## src/rtl/eva_intr_collector.sv

```systemverilog
// Interrupt collector: per-channel edge/level triggering with masking, timestamped
// event FIFO drained by valid/ready, and coalescing of triggers while the FIFO is full.
module eva_intr_collector #(
    parameter int NUM_INTR   = 32,
    parameter int FIFO_DEPTH = 8,
    parameter int TS_W       = 32,
    parameter int OVF_W      = 16
) (
    input  logic                clk,
    input  logic                rst,
    input  logic [NUM_INTR-1:0] intr_in,
    input  logic [NUM_INTR-1:0] intr_mask,
    input  logic [NUM_INTR-1:0] intr_level,
    output logic                evt_valid,
    input  logic                evt_ready,
    output logic [NUM_INTR-1:0] evt_vec,
    output logic [TS_W-1:0]     evt_tick,
    output logic                evt_merged,
    output logic [OVF_W-1:0]    ovf_cnt,
    output logic                coal_pend
);

    localparam int PTR_W = (FIFO_DEPTH > 1) ? $clog2(FIFO_DEPTH) : 1;
    localparam int CNT_W = PTR_W + 1;

    logic [TS_W-1:0]     r_tick;
    logic [NUM_INTR-1:0] r_intr_ff;
    logic [NUM_INTR-1:0] r_in_svc;
    logic [NUM_INTR-1:0] r_coal;
    logic [OVF_W-1:0]    r_ovf_cnt;
    logic [PTR_W-1:0]    r_wr_ptr;
    logic [PTR_W-1:0]    r_rd_ptr;
    logic [CNT_W-1:0]    r_count;

    logic [NUM_INTR-1:0] r_mem_vec    [FIFO_DEPTH];
    logic [TS_W-1:0]     r_mem_tick   [FIFO_DEPTH];
    logic                r_mem_merged [FIFO_DEPTH];

    logic [NUM_INTR-1:0] w_trig;
    logic [NUM_INTR-1:0] w_new;
    logic                w_empty;
    logic                w_full;
    logic                w_pop;
    logic                w_push;
    logic                w_coalesce;

    // Level channels re-arm only after the line drops, edge channels after a low sample.
    generate
        for (genvar gi = 0; gi < NUM_INTR; gi++) begin : g_trig
            assign w_trig[gi] = intr_mask[gi] & intr_in[gi] &
                                (intr_level[gi] ? ~r_in_svc[gi] : ~r_intr_ff[gi]);
        end
    endgenerate

    assign w_new      = w_trig | r_coal;
    assign w_empty    = (r_count == '0);
    assign w_full     = (r_count == CNT_W'(FIFO_DEPTH));
    assign w_pop      = ~w_empty & evt_ready;
    assign w_push     = (|w_new) & (~w_full | w_pop);
    assign w_coalesce = (|w_new) & w_full & ~w_pop;

    always_ff @(posedge clk) begin
        if (rst) begin
            r_tick    <= '0;
            r_intr_ff <= '0;
            r_in_svc  <= '0;
            r_coal    <= '0;
            r_ovf_cnt <= '0;
            r_wr_ptr  <= '0;
            r_rd_ptr  <= '0;
            r_count   <= '0;
        end else begin
            r_tick    <= r_tick + TS_W'(1);
            r_intr_ff <= intr_in;
            r_in_svc  <= (r_in_svc | w_trig) & intr_in;
            if (w_push) begin
                r_coal   <= '0;
                r_wr_ptr <= r_wr_ptr + PTR_W'(1);
            end else if (w_coalesce) begin
                r_coal <= r_coal | w_trig;
                if ((|w_trig) && (r_ovf_cnt != '1)) begin
                    r_ovf_cnt <= r_ovf_cnt + OVF_W'(1);
                end
            end
            if (w_pop) begin
                r_rd_ptr <= r_rd_ptr + PTR_W'(1);
            end
            case ({w_push, w_pop})
                2'b10:   r_count <= r_count + CNT_W'(1);
                2'b01:   r_count <= r_count - CNT_W'(1);
                default: r_count <= r_count;
            endcase
        end
    end

    // Storage carries no reset; outputs are gated while the FIFO is empty.
    always_ff @(posedge clk) begin
        if (!rst && w_push) begin
            r_mem_vec[r_wr_ptr]    <= w_new;
            r_mem_tick[r_wr_ptr]   <= r_tick;
            r_mem_merged[r_wr_ptr] <= (r_coal != '0);
        end
    end

    assign evt_valid  = ~w_empty;
    assign evt_vec    = w_empty ? '0 : r_mem_vec[r_rd_ptr];
    assign evt_tick   = w_empty ? '0 : r_mem_tick[r_rd_ptr];
    assign evt_merged = w_empty ? 1'b0 : r_mem_merged[r_rd_ptr];
    assign ovf_cnt    = r_ovf_cnt;
    assign coal_pend  = (r_coal != '0);

endmodule

```

## config.mk

```make
export PLATFORM = sky130hd
export DESIGN_NAME = eva_intr_collector
export DESIGN_NICKNAME = d
export VERILOG_FILES = /design/src/rtl/eva_intr_collector.sv
export SDC_FILE = /design/constraint.sdc
export NUM_CORES = 1
export LEC_CHECK = 0
export BUFFER_PORTS_ARGS = -buffer_cell sky130_fd_sc_hd__buf_2
export CELL_PAD_IN_SITES_DETAIL_PLACEMENT = 1
export CELL_PAD_IN_SITES_GLOBAL_PLACEMENT = 2
export CORE_ASPECT_RATIO = 1.25
export CORE_MARGIN = 4
export CORE_UTILIZATION = 49
export CTS_CLUSTER_DIAMETER = 120
export DETAILED_ROUTE_END_ITERATION = 16
export PLACE_DENSITY_LB_ADDON = 0.1
export SLEW_MARGIN = 20
export SYNTH_ARGS = -nofsm -noshare
export SYNTH_HDL_FRONTEND = slang
export SYNTH_SLANG_ARGS = --single-unit
```

## constraint.sdc

```tcl
create_clock -name clk -period 23.2 [get_ports clk]
set_input_delay 3.48 -clock clk [delete_from_list [all_inputs] [get_ports clk]]
set_output_delay 3.48 -clock clk [all_outputs]
set_load 0.05 [all_outputs]
```

==> results.toml, run 1 <==
[worst_setup_path]
rrSetupSlack_ns = 19.78
r2r_end = "r_mem_vec[7][27]"
r2r_start = "r_coal[18]"
cp-end-kind = "primary output"
rr_worst_depth = 8
crit_required_ns = 19.72
crit_cells = 6
path_cells = "buf_4 -> buf_4 -> mux4_2 -> mux2i_1 -> nor2_1 -> buf_2"
cp_max_fo = 35
path_common_cell = "buf_4"
crit_arrival_ns = 3.91
start_kind = "flop"
max_stage_delay_ns = 0.76
slowest_stage = "dfxtp_4"
cp_num_buf_inv = 3
crit_type = "flop to primary output"
cp_top_family = "buffers and inverters"

[finish]
multi_input_area_mm2 = 0.00710
fillers = 4850
area_growth_pct = 15.2
drive_gt1_share_pct = 28.1
post-route-util_pct = 57.1
register_area_mm2 = 0.0188
diodes = 0
nets = 1803
stdcell_count = 2422

[clocking]
holdBufCountCts = 0
cts_buffer_depth = 3
post_cts_buffers = 0
clock_sinks = 677
clockRootBuffer = "clkbuf_16"
h-tree-depth = 3
cts_tree = "built"
cts-buffers-inserted = 67
path_clk_slew_ns = 0.06
clkLatencyLatePin_ns = 0.59
cts_resized = 0

[drt]
vias_per_cell = 5.61
drc_errors = 0
routedWlPerCell_um = 23.4
drt_iter0_drc = 724
vias = 13600
route.antenna.remaining_nets = 0
firstDrtPassIters = 5
drt-total-wl_um = 56700

[synthesis]
synth_nets = 1591
synthCells = 1485
synth_top_area_share_pct = 59.8
synth_fa_ha_area_share_pct = 0.364
synth_top_family_by_area = "multiplexers"
synth_area_per_cell_um2 = 17.6
synthMuxAreaShare_pct = 15.3
synth_seq_cells = 677
syn-cell-area_mm2 = 0.0261
synth-compound-area-share_pct = 2.35
ys_seq_area_share_pct = 71.8
synth_cell_types = 56
yosysWarnings = 0
synth-simple-area-share_pct = 7.97
ys_top_cells_by_area = "edfxtp_1 (60%), dfxtp_1 (12%), mux4_2 (11%), mux2i_1 (3.8%), nor2b_1 (1.7%)"
yosysTopAreaCell = "edfxtp_1"
synth_xor_area_share_pct = 1.11

[sta]
fin_skew_ns = 0.0152
tightest_slew_ns = 1.11
max_freq_ghz = 0.135
min_period_over_period_pct = 31.9
final-hold-violation-count = 0
drv_slew = 0
setup_tns_ns = 0
hold_ws_ns = 0.465
rsz0062_at_grt = "no"
finalSetupViolations = 0
maxSlewHeadroom_pct = 26.2
period_needed_ns = 7.39

[grt]
grtUsageTotal_pct = 20.0
grt_pass1_vias = 15100
grt_first_pass_wirelength_um = 87700
grt_max_degree = 73
overflow = 0
antenna_found_initial = 0

[min_path]
hold_start = "r_in_svc[25]"
min_path_type = "flop to flop"
holdPathStages = 1
min_to = "r_in_svc[25]"

[run_status]
status = "finished clean"

[floorplan]
initial_utilization_pct = 49.6
die_h_um = 266
num_rows = 94
ios = 182
die_w_um = 215
dieArea_mm2 = 0.0571
core_mm2 = 0.0527

[power_and_ir_drop]
power_frac_clock_pct = 34.9
vdd_ir_drop_max_mv = 0.0689
power_density_mw_per_mm2 = 103
power_frac_comb_pct = 20.8
p_seq_share_pct = 44.3
p_sw_share_pct = 28.4
power.internal_mw = 2.21
leakage_nw = 10.3
p_sw_uw = 876

[place]
port_buffers = 181
placedCellCount = 2298
gp_congestion = 0.736
hpwl_um = 34200

[run]
maxCapViolCount = 0
[synthesized netlist by cell type (all sizes together)]
| master | count |
|---|---|
| nor2 | 114 |
| and4 | 6 |
| a32oi | 16 |
| nor2b | 69 |
| mux4 | 130 |
| and2 | 36 |
| a31o | 1 |
| or2 | 33 |
| o21a | 31 |
| a21o | 1 |
| o2bb2ai | 1 |
| a21oi | 18 |
| fa | 1 |
| nand2b | 3 |
| ha | 6 |
| o21ai | 15 |
| dfxtp | 157 |
| inv | 11 |
| nor3 | 7 |
| mux2i | 99 |
| or3 | 16 |
| mux2 | 5 |
| nor3b | 3 |
| nand3 | 19 |
| nor4 | 14 |
| o21bai | 1 |
| and3b | 2 |
| clkbuf | 39 |
| xnor2 | 9 |
| o31ai | 1 |
| nand4 | 11 |
| nand2 | 18 |
| xor2 | 24 |
| o21ba | 1 |
| edfxtp | 520 |
| a21boi | 1 |
| or3b | 1 |
| nor4b | 1 |
| and3 | 20 |
| or4 | 1 |
| buf | 23 |
[power groups by stage]
stage | Clock [mW] | Combinational (mW) | Sequential (mW)
global placement | 0 | 0.646 | 1.40
global route | 1.16 | 0.688 | 1.37
CTS | 1.11 | 0.655 | 1.38
floorplan | 0 | 0.516 | 1.37
detailed placement | 0 | 0.654 | 1.40
finish | 1.08 | 0.643 | 1.37
[cell usage in the layout, fill, tap and decap left out, drive strengths merged, types with 2 or more instances in the layout]
| master | synthesis | final |
|---|---|---|
| nand3 | 19 | 19 |
| mux2 | 5 | 5 |
| clkbuf | 39 | 103 |
| or2 | 33 | 33 |
| buf | 23 | 205 |
| nor4 | 14 | 14 |
| and4 | 6 | 6 |
| and3b | 2 | 2 |
| dfxtp | 157 | 157 |
| mux2i | 99 | 99 |
| and2 | 36 | 36 |
| and3 | 20 | 20 |
| bufinv | 0 | 3 |
| clkinv | 0 | 13 |
| nor2 | 114 | 114 |
| nand2b | 3 | 3 |
| xor2 | 24 | 24 |
| nand4 | 11 | 11 |
| or3 | 16 | 16 |
| nor3b | 3 | 3 |
| o21ai | 15 | 15 |
| a21oi | 18 | 18 |
| nor2b | 69 | 69 |
| o21a | 31 | 31 |
| nor3 | 7 | 7 |
| mux4 | 130 | 130 |
| xnor2 | 9 | 9 |
| nand2 | 18 | 18 |
| ha | 6 | 6 |
| inv | 11 | 13 |
| edfxtp | 520 | 520 |
| a32oi | 16 | 16 |
[worst max-delay path by stage]
stage                   startpoint                to  slack, ns
global placement    intr_level[26]  r_mem_tick[7][6]      16.20
CTS                           flop      evt_tick[29]      15.57
floorplan            intr_level[2]   r_mem_merged[6]      12.07
detailed placement  intr_level[26]  r_mem_tick[7][8]      16.13
global route                  flop      evt_tick[21]      15.41
finish                        flop      evt_tick[29]      15.81
[state kept, by name, indices dropped and copies added, names as in the netlist, named ones only]
| register | flops |
|---|---|
| ovf_cnt | 16 |
| r_tick | 32 |
| r_in_svc | 32 |
| r_count | 4 |
| r_mem_tick | 256 |
| r_rd_ptr | 3 |
| r_mem_merged | 8 |
| r_mem_vec | 256 |
| r_coal | 32 |
| r_wr_ptr | 3 |
| r_intr_ff | 32 |
[kinds of logic (layout without fill, tap and decap cells)]
group | after synthesis | after routing
muxes | 234 | 234
and+or+nand+nor | 374 | 374
DFF | 677 | 677
xor gates and xnor gates | 33 | 33
buffers and inverters | 73 | 338
adders and majority gates | 7 | 7
AOI/OAI and AO/OA | 87 | 87
[final cells by class]
type,count,share of cell area (%)
clock buffers,103,6.84
clock inverters,19,0.557
flip-flops and latches,677,62.4
repair buffers,205,3.70
well taps,672,2.79
inverters,11,0.137
multi-input cells,735,23.6
[routing by layer]
layer | vias to the layer above | GRT usage [%] | share of wire, %
met5 | - | 0 | 0
met3 | 78 | 3.48 | 4.8
li1 | 6196 | - | -
met1 | 7007 | 25.0 | 41
met2 | 308 | 36.1 | 52
met4 | 0 | 5.96 | 2.1
[metrics by stage]
step,instance area [µm²],power (mW),setup WS (ns)
after detailed placement,27800,2.05,16.13
after floorplan,26100,1.89,12.07
after CTS,30100,3.14,15.57
final,30100,3.09,15.81
after global routing,30100,3.22,15.41
after global placement,27800,2.04,16.20
No activity file was read; power rests on OpenSTA's default activity.
==> run 2: changes to the inputs <==
--- a/config.mk
+++ b/config.mk
@@ -10,7 +10,7 @@
 export CELL_PAD_IN_SITES_GLOBAL_PLACEMENT = 2
 export CORE_ASPECT_RATIO = 1.25
 export CORE_MARGIN = 4
-export CORE_UTILIZATION = 49
+export CORE_UTILIZATION = 45
 export CTS_CLUSTER_DIAMETER = 120
 export DETAILED_ROUTE_END_ITERATION = 16
 export PLACE_DENSITY_LB_ADDON = 0.1
==> constraint.sdc (replaced) <==
create_clock -name clk -period 7.04 [get_ports clk]
set_input_delay 1.056 -clock clk [delete_from_list [all_inputs] [get_ports clk]]
set_output_delay 1.056 -clock clk [all_outputs]
set_load 0.05 [all_outputs]
==> results.toml, run 2 (synthesized netlist as in run 1, its figures left out) <==
[run_status]
status = "finished clean"

[worst_setup_path]
crit_required_ns = 5.98
cp_max_fo = 49
rr_worst_depth = 7
start_kind = "flop"
crit_type = "flop to primary output"
cp_top_family = "buffers and inverters"
max_stage_delay_ns = 0.72
r2r_end = "r_mem_vec[1][30]"
cp-end-kind = "primary output"
slowest_stage = "dfxtp_4"
rrSetupSlack_ns = 3.50
crit_arrival_ns = 3.11
r2r_start = "r_coal[26]"
cp_num_buf_inv = 2
path_cells = "buf_4 -> mux4_2 -> mux2i_1 -> nor2_1 -> buf_2"

[grt]
antenna_found_initial = 0
overflow = 0
grt_pass1_vias = 15000
grtUsageTotal_pct = 18.7
grt_first_pass_wirelength_um = 89400
grt_max_degree = 77

[floorplan]
initial_utilization_pct = 45.5
dieArea_mm2 = 0.0620
num_rows = 98
ios = 182
die_w_um = 223
die_h_um = 277
core_mm2 = 0.0574

[power_and_ir_drop]
p_seq_share_pct = 44.5
power_density_mw_per_mm2 = 335
p_sw_share_pct = 28.8
power_frac_clock_pct = 34.3
leakage_nw = 10.3
vdd_ir_drop_max_mv = 0.218
p_sw_mw = 2.91
power_frac_comb_pct = 21.2
power.internal_mw = 7.19

[drt]
vias = 13500
wl_met2_um = 30100
firstDrtPassIters = 5
routedWlPerCell_um = 22.9
vias_per_cell = 5.39
route.antenna.remaining_nets = 0
drt_iter0_drc = 811
drt-total-wl_um = 57200
dr_wl_met3_um = 2090
wl_met1_um = 24100
drc_errors = 0
top_layer = "met4"

[finish]
top_regs = "r_mem_tick (256), r_mem_vec (256)"
drive_gt1_share_pct = 28.2
nets = 1802
diodes = 0
final_common_cell = "edfxtp_1"
post-route-util_pct = 52.5
area_growth_pct = 15.4
design_area_mm2 = 0.0302
final_cell_mix = "edfxtp_1 (520), buf_2 (180), dfxtp_1 (154)"

[sta]
maxSlewHeadroom_pct = 29.1
max_freq_ghz = 0.240
setup_tns_ns = 0
hold_ws_ns = 0.463
fin_skew_ns = 0.0230
min_period_over_period_pct = 59.2
final-hold-violation-count = 0
finalSetupViolations = 0
period_needed_ns = 4.17
tightest_slew_ns = 1.06
rsz0062_at_grt = "no"
drv_slew = 0

[clocking]
holdBufCountCts = 0
h-tree-depth = 3
cts_resized = 0
clock_sinks = 677
post_cts_buffers = 0
clkLatencyLatePin_ns = 0.60
path_clk_slew_ns = 0.06
clockRootBuffer = "clkbuf_16"
cts_buffer_depth = 3
cts_tree = "built"
cts-buffers-inserted = 67

[place]
port_buffers = 181
dpl_cell_area_mm2 = 0.0280
gp_congestion = 0.743
hpwl_um = 34600

[min_path]
hold_start = "r_in_svc[21]"
holdPathStages = 1
min_path_type = "flop to flop"
min_to = "r_in_svc[21]"

[run]
maxCapViolCount = 0
## run 2: how the worst max path moves through the flow
stage / startpoint / end / slack (ns) / cells past startpoint
floorplan: intr_level[2] / r_mem_merged[6] / 1.08 / 6
global placement: intr_level[31] / r_mem_vec[1][27] / 2.67 / 9
detailed placement: intr_level[31] / r_mem_vec[1][30] / 2.62 / 9
CTS: flop / evt_vec[21] / 2.69 / 5
global route: flop / evt_vec[7] / 2.59 / 5
finish: flop / evt_tick[2] / 2.87 / 5
## run 2: final cells by class
class	count	area, µm²
clock buffers	94	1920
clock inverters	28	213
well taps	750	938
inverters	11	41.3
multi-input cells	735	7140
flip-flops and latches	677	18800
repair buffers	204	1130
fillers	5379	27200
## run 2: metal layers
metal	vias up	global-route usage (%)
met2	213	33.3
li1	6198	-
met1	6996	23.8
met3	69	3.08
met4	0	4.81
met5	-	0
## run 2: metrics by stage
stage / setup WS, ns / cells / total power [mW]
2_1_floorplan: 1.08 / 1485 / 6.22
5_1_grt: 2.59 / 2499 / 10.6
6_report: 2.87 / 2499 / 10.1
4_1_cts: 2.69 / 2499 / 10.3
3_3_place_gp: 2.67 / 2377 / 6.77
3_5_place_dp: 2.62 / 2377 / 6.79
## run 2: power groups by stage
stage / clock, mW / sequential (mW) / combinational, mW
global placement: 0 / 4.58 / 2.19
CTS: 3.56 / 4.50 / 2.21
finish: 3.47 / 4.49 / 2.14
detailed placement: 0 / 4.58 / 2.20
floorplan: 0 / 4.52 / 1.70
global route: 3.74 / 4.51 / 2.31
## run 2: worst reg2reg max path, delay by kind of cell, from the launching register on
kind / cells / cell delay, ns
and+or+nand+nor: 5 / 2.13
DFF: 1 / 0.35
AOI/OAI and AO/OA: 1 / 0.24
buffers and inverters: 1 / 0.48
==> run 3: changes to the inputs <==
--- a/config.mk
+++ b/config.mk
@@ -5,12 +5,13 @@
 export SDC_FILE = /design/constraint.sdc
 export NUM_CORES = 1
 export LEC_CHECK = 0
+export ABC_AREA = 1
 export BUFFER_PORTS_ARGS = -buffer_cell sky130_fd_sc_hd__buf_2
 export CELL_PAD_IN_SITES_DETAIL_PLACEMENT = 1
 export CELL_PAD_IN_SITES_GLOBAL_PLACEMENT = 2
 export CORE_ASPECT_RATIO = 1.25
 export CORE_MARGIN = 4
-export CORE_UTILIZATION = 45
+export CORE_UTILIZATION = 40
 export CTS_CLUSTER_DIAMETER = 120
 export DETAILED_ROUTE_END_ITERATION = 16
 export PLACE_DENSITY_LB_ADDON = 0.1
==> constraint.sdc (replaced) <==
create_clock -name clk -period 3.9 [get_ports clk]
set_input_delay 0.585 -clock clk [delete_from_list [all_inputs] [get_ports clk]]
set_output_delay 0.585 -clock clk [all_outputs]
set_load 0.05 [all_outputs]
==> results.toml, run 3 <==
[run_status]
status = "finished clean"

[grt]
grt_max_degree = 101
grt_first_pass_wirelength_um = 115000
grt_pass1_vias = 20000
met1_usage_pct = 25.2
antenna_found_initial = 2
use_met2_pct = 37.0
grtUsageTotal_pct = 20.5
gr-usage-met3_pct = 3.49
grt.busiest_layer = "met2"
overflow = 0

[worst_setup_path]
cp-end-kind = "primary output"
rr_worst_depth = 19
r2r_end = "r_count[3]"
r2r_start = "r_in_svc[1]"
cp_max_fo = 30
crit_type = "flop to primary output"
rrSetupSlack_ns = 1.12
crit_required_ns = 3.31
crit_arrival_ns = 2.97
start_kind = "flop"

[floorplan]
initial_utilization_pct = 40.6
die_h_um = 298
ios = 182
num_rows = 105
core_mm2 = 0.0661
die_w_um = 240
dieArea_mm2 = 0.0713

[min_path]
holdPathStages = 3
hold_start = "intr_in[5]"
min_to = "r_intr_ff[5]"
min_path_type = "input pin to flop"

[synthesis]
synth_edf_count = 520
synth.most_common_cell = "edfxtp_1"
synth_xor_area_share_pct = 0.326
synth_top_area_share_pct = 58.2
synth-simple-area-share_pct = 12.9
synth-main-ff-cell = "edfxtp_1"
synth_seq_cells = 677
ys_async_sr_fraction_pct = 0
yosysTopAreaCell = "edfxtp_1"
ys_seq_area_share_pct = 69.9
synth_area_per_cell_um2 = 11.0
synthMuxAreaShare_pct = 0
synth_top_family_by_area = "simple AND/OR/NAND/NOR gates"
synthCells = 2449
synth_cell_types = 41
synth-compound-area-share_pct = 11.9
yosysWarnings = 0
ys_top_cells_by_area = "edfxtp_1 (58%), dfxtp_1 (12%), nor2_1 (7.0%), o21ai_0 (6.5%), nand2_1 (3.1%)"
syn-cell-area_mm2 = 0.0268
yosys-top-cells-count = "edfxtp_1 (520), nor2_1 (501), o21ai_0 (348)"
synth_nets = 2555
synth_fa_ha_area_share_pct = 0.354

[finish]
final_common_cell = "edfxtp_1"
fillers = 7143
area_growth_pct = 16.3
design_area_mm2 = 0.0312
top_regs = "r_mem_tick (256), r_mem_vec (256)"
final_cell_mix = "edfxtp_1 (520), nor2_1 (493), o21ai_0 (348)"
post-route-util_pct = 47.3
nets = 2732
drive_gt1_share_pct = 13.1

[run]
maxCapViolCount = 0

[place]
port_buffers = 181
hpwl_um = 45300
gp_congestion = 0.772
dpl_cell_area_mm2 = 0.0289

[clocking]
post_cts_buffers = 0
path_clk_slew_ns = 0.06
clockRootBuffer = "clkbuf_16"
h-tree-depth = 3
holdBufCountCts = 0
cts_buffer_depth = 3
cts-buffers-inserted = 71
cts_tree = "built"
clock_sinks = 677
cts_resized = 0
clkLatencyLatePin_ns = 0.60

[sta]
min_period_over_period_pct = 91.2
max_freq_ghz = 0.281
period_needed_ns = 3.56
drv_slew = 0
fin_skew_ns = 0.0144
maxSlewHeadroom_pct = 47.0
finalSetupViolations = 0
tightest_slew_ns = 0.796
rsz0062_at_grt = "no"
final-hold-violation-count = 0

[power_and_ir_drop]
vdd_ir_drop_max_mv = 0.341
p_sw_mw = 6.33
p_seq_share_pct = 41.8
leakage_nw = 11.4
power_frac_clock_pct = 34.6
p_sw_share_pct = 32.8
power.internal_mw = 13.0
power_density_mw_per_mm2 = 618
power_frac_comb_pct = 23.7

[drt]
drc_errors = 0
drt_iter0_drc = 896
firstDrtPassIters = 6
drt-total-wl_um = 73400
route.antenna.remaining_nets = 0
vias = 18800
vias_per_cell = 5.31
routedWlPerCell_um = 20.7
## run 3: critical path, cell delays in order (launching register included)
cell and delay, ns:
dfxtp_1 0.39, nor2_1 0.09, inv_1 0.06, nor3_1 0.06, inv_2 0.52, buf_12 0.28, o21ai_0 0.11, a31oi_1 0.46
buf_2 0.37
## run 3: metrics by stage
step                      setup WS (ns)  cells  hold WS, ns  TNS [ns]  total power [mW]
after floorplan                  -0.795   2449        0.433   -410.20              11.3
after global placement            0.797   3409        0.443         0              12.8
after detailed placement          0.646   3409        0.458         0              12.9
after CTS                         0.237   3540        0.171         0              19.6
after global routing              0.176   3540        0.190         0              20.2
final                             0.344   3541        0.210         0              19.3
## run 3: layout make-up
type / count / area [µm²] / share of cell area, %
inverter: 206 / 785 / 2.51
clock buffer: 101 / 2010 / 6.42
multi-input combinational: 1446 / 6900 / 22.1
sequential: 677 / 18800 / 60.1
timing repair buffer: 224 / 1430 / 4.58
clock inverter: 30 / 274 / 0.877
tap: 856 / 1070 / 3.43
antenna: 1 / 2.50 / 0.00801
## run 3: cells by family after synthesis
logic type,after synthesis
AOI/OAI and AO/OA,586
xor gates and xnor gates,10
adders and majority gates,7
buffers and inverters,326
DFF,677
and+or+nand+nor,843
## run 3: worst max-delay path by stage
stage,startpoint,to,slack [ns],cells past startpoint
after floorplan,intr_in[22],r_mem_merged[0],-0.80,11
after global placement,intr_level[31],r_mem_tick[4][12],0.80,14
after detailed placement,intr_level[31],r_count[3],0.65,21
after CTS,r_count[0],evt_tick[28],0.24,8
after global routing,r_count[0],evt_tick[28],0.18,8
final,r_count[0],evt_tick[28],0.34,8
## run 3: per-layer routing
metal	up-vias	part of all wire [%]
met5	-	0.016
met3	98	4.2
met1	9504	41
li1	8887	-
met4	2	2.2
met2	316	52
## run 3: power groups by stage
stage          clock network (mW)  logic (mW)  registers (mW)
3_5_place_dp                    0        4.66            8.22
4_1_cts                      6.84        4.68            8.06
3_3_place_gp                    0        4.57            8.21
5_1_grt                      7.16        4.98            8.08
2_1_floorplan                   0        3.14            8.17
6_report                     6.67        4.57            8.06
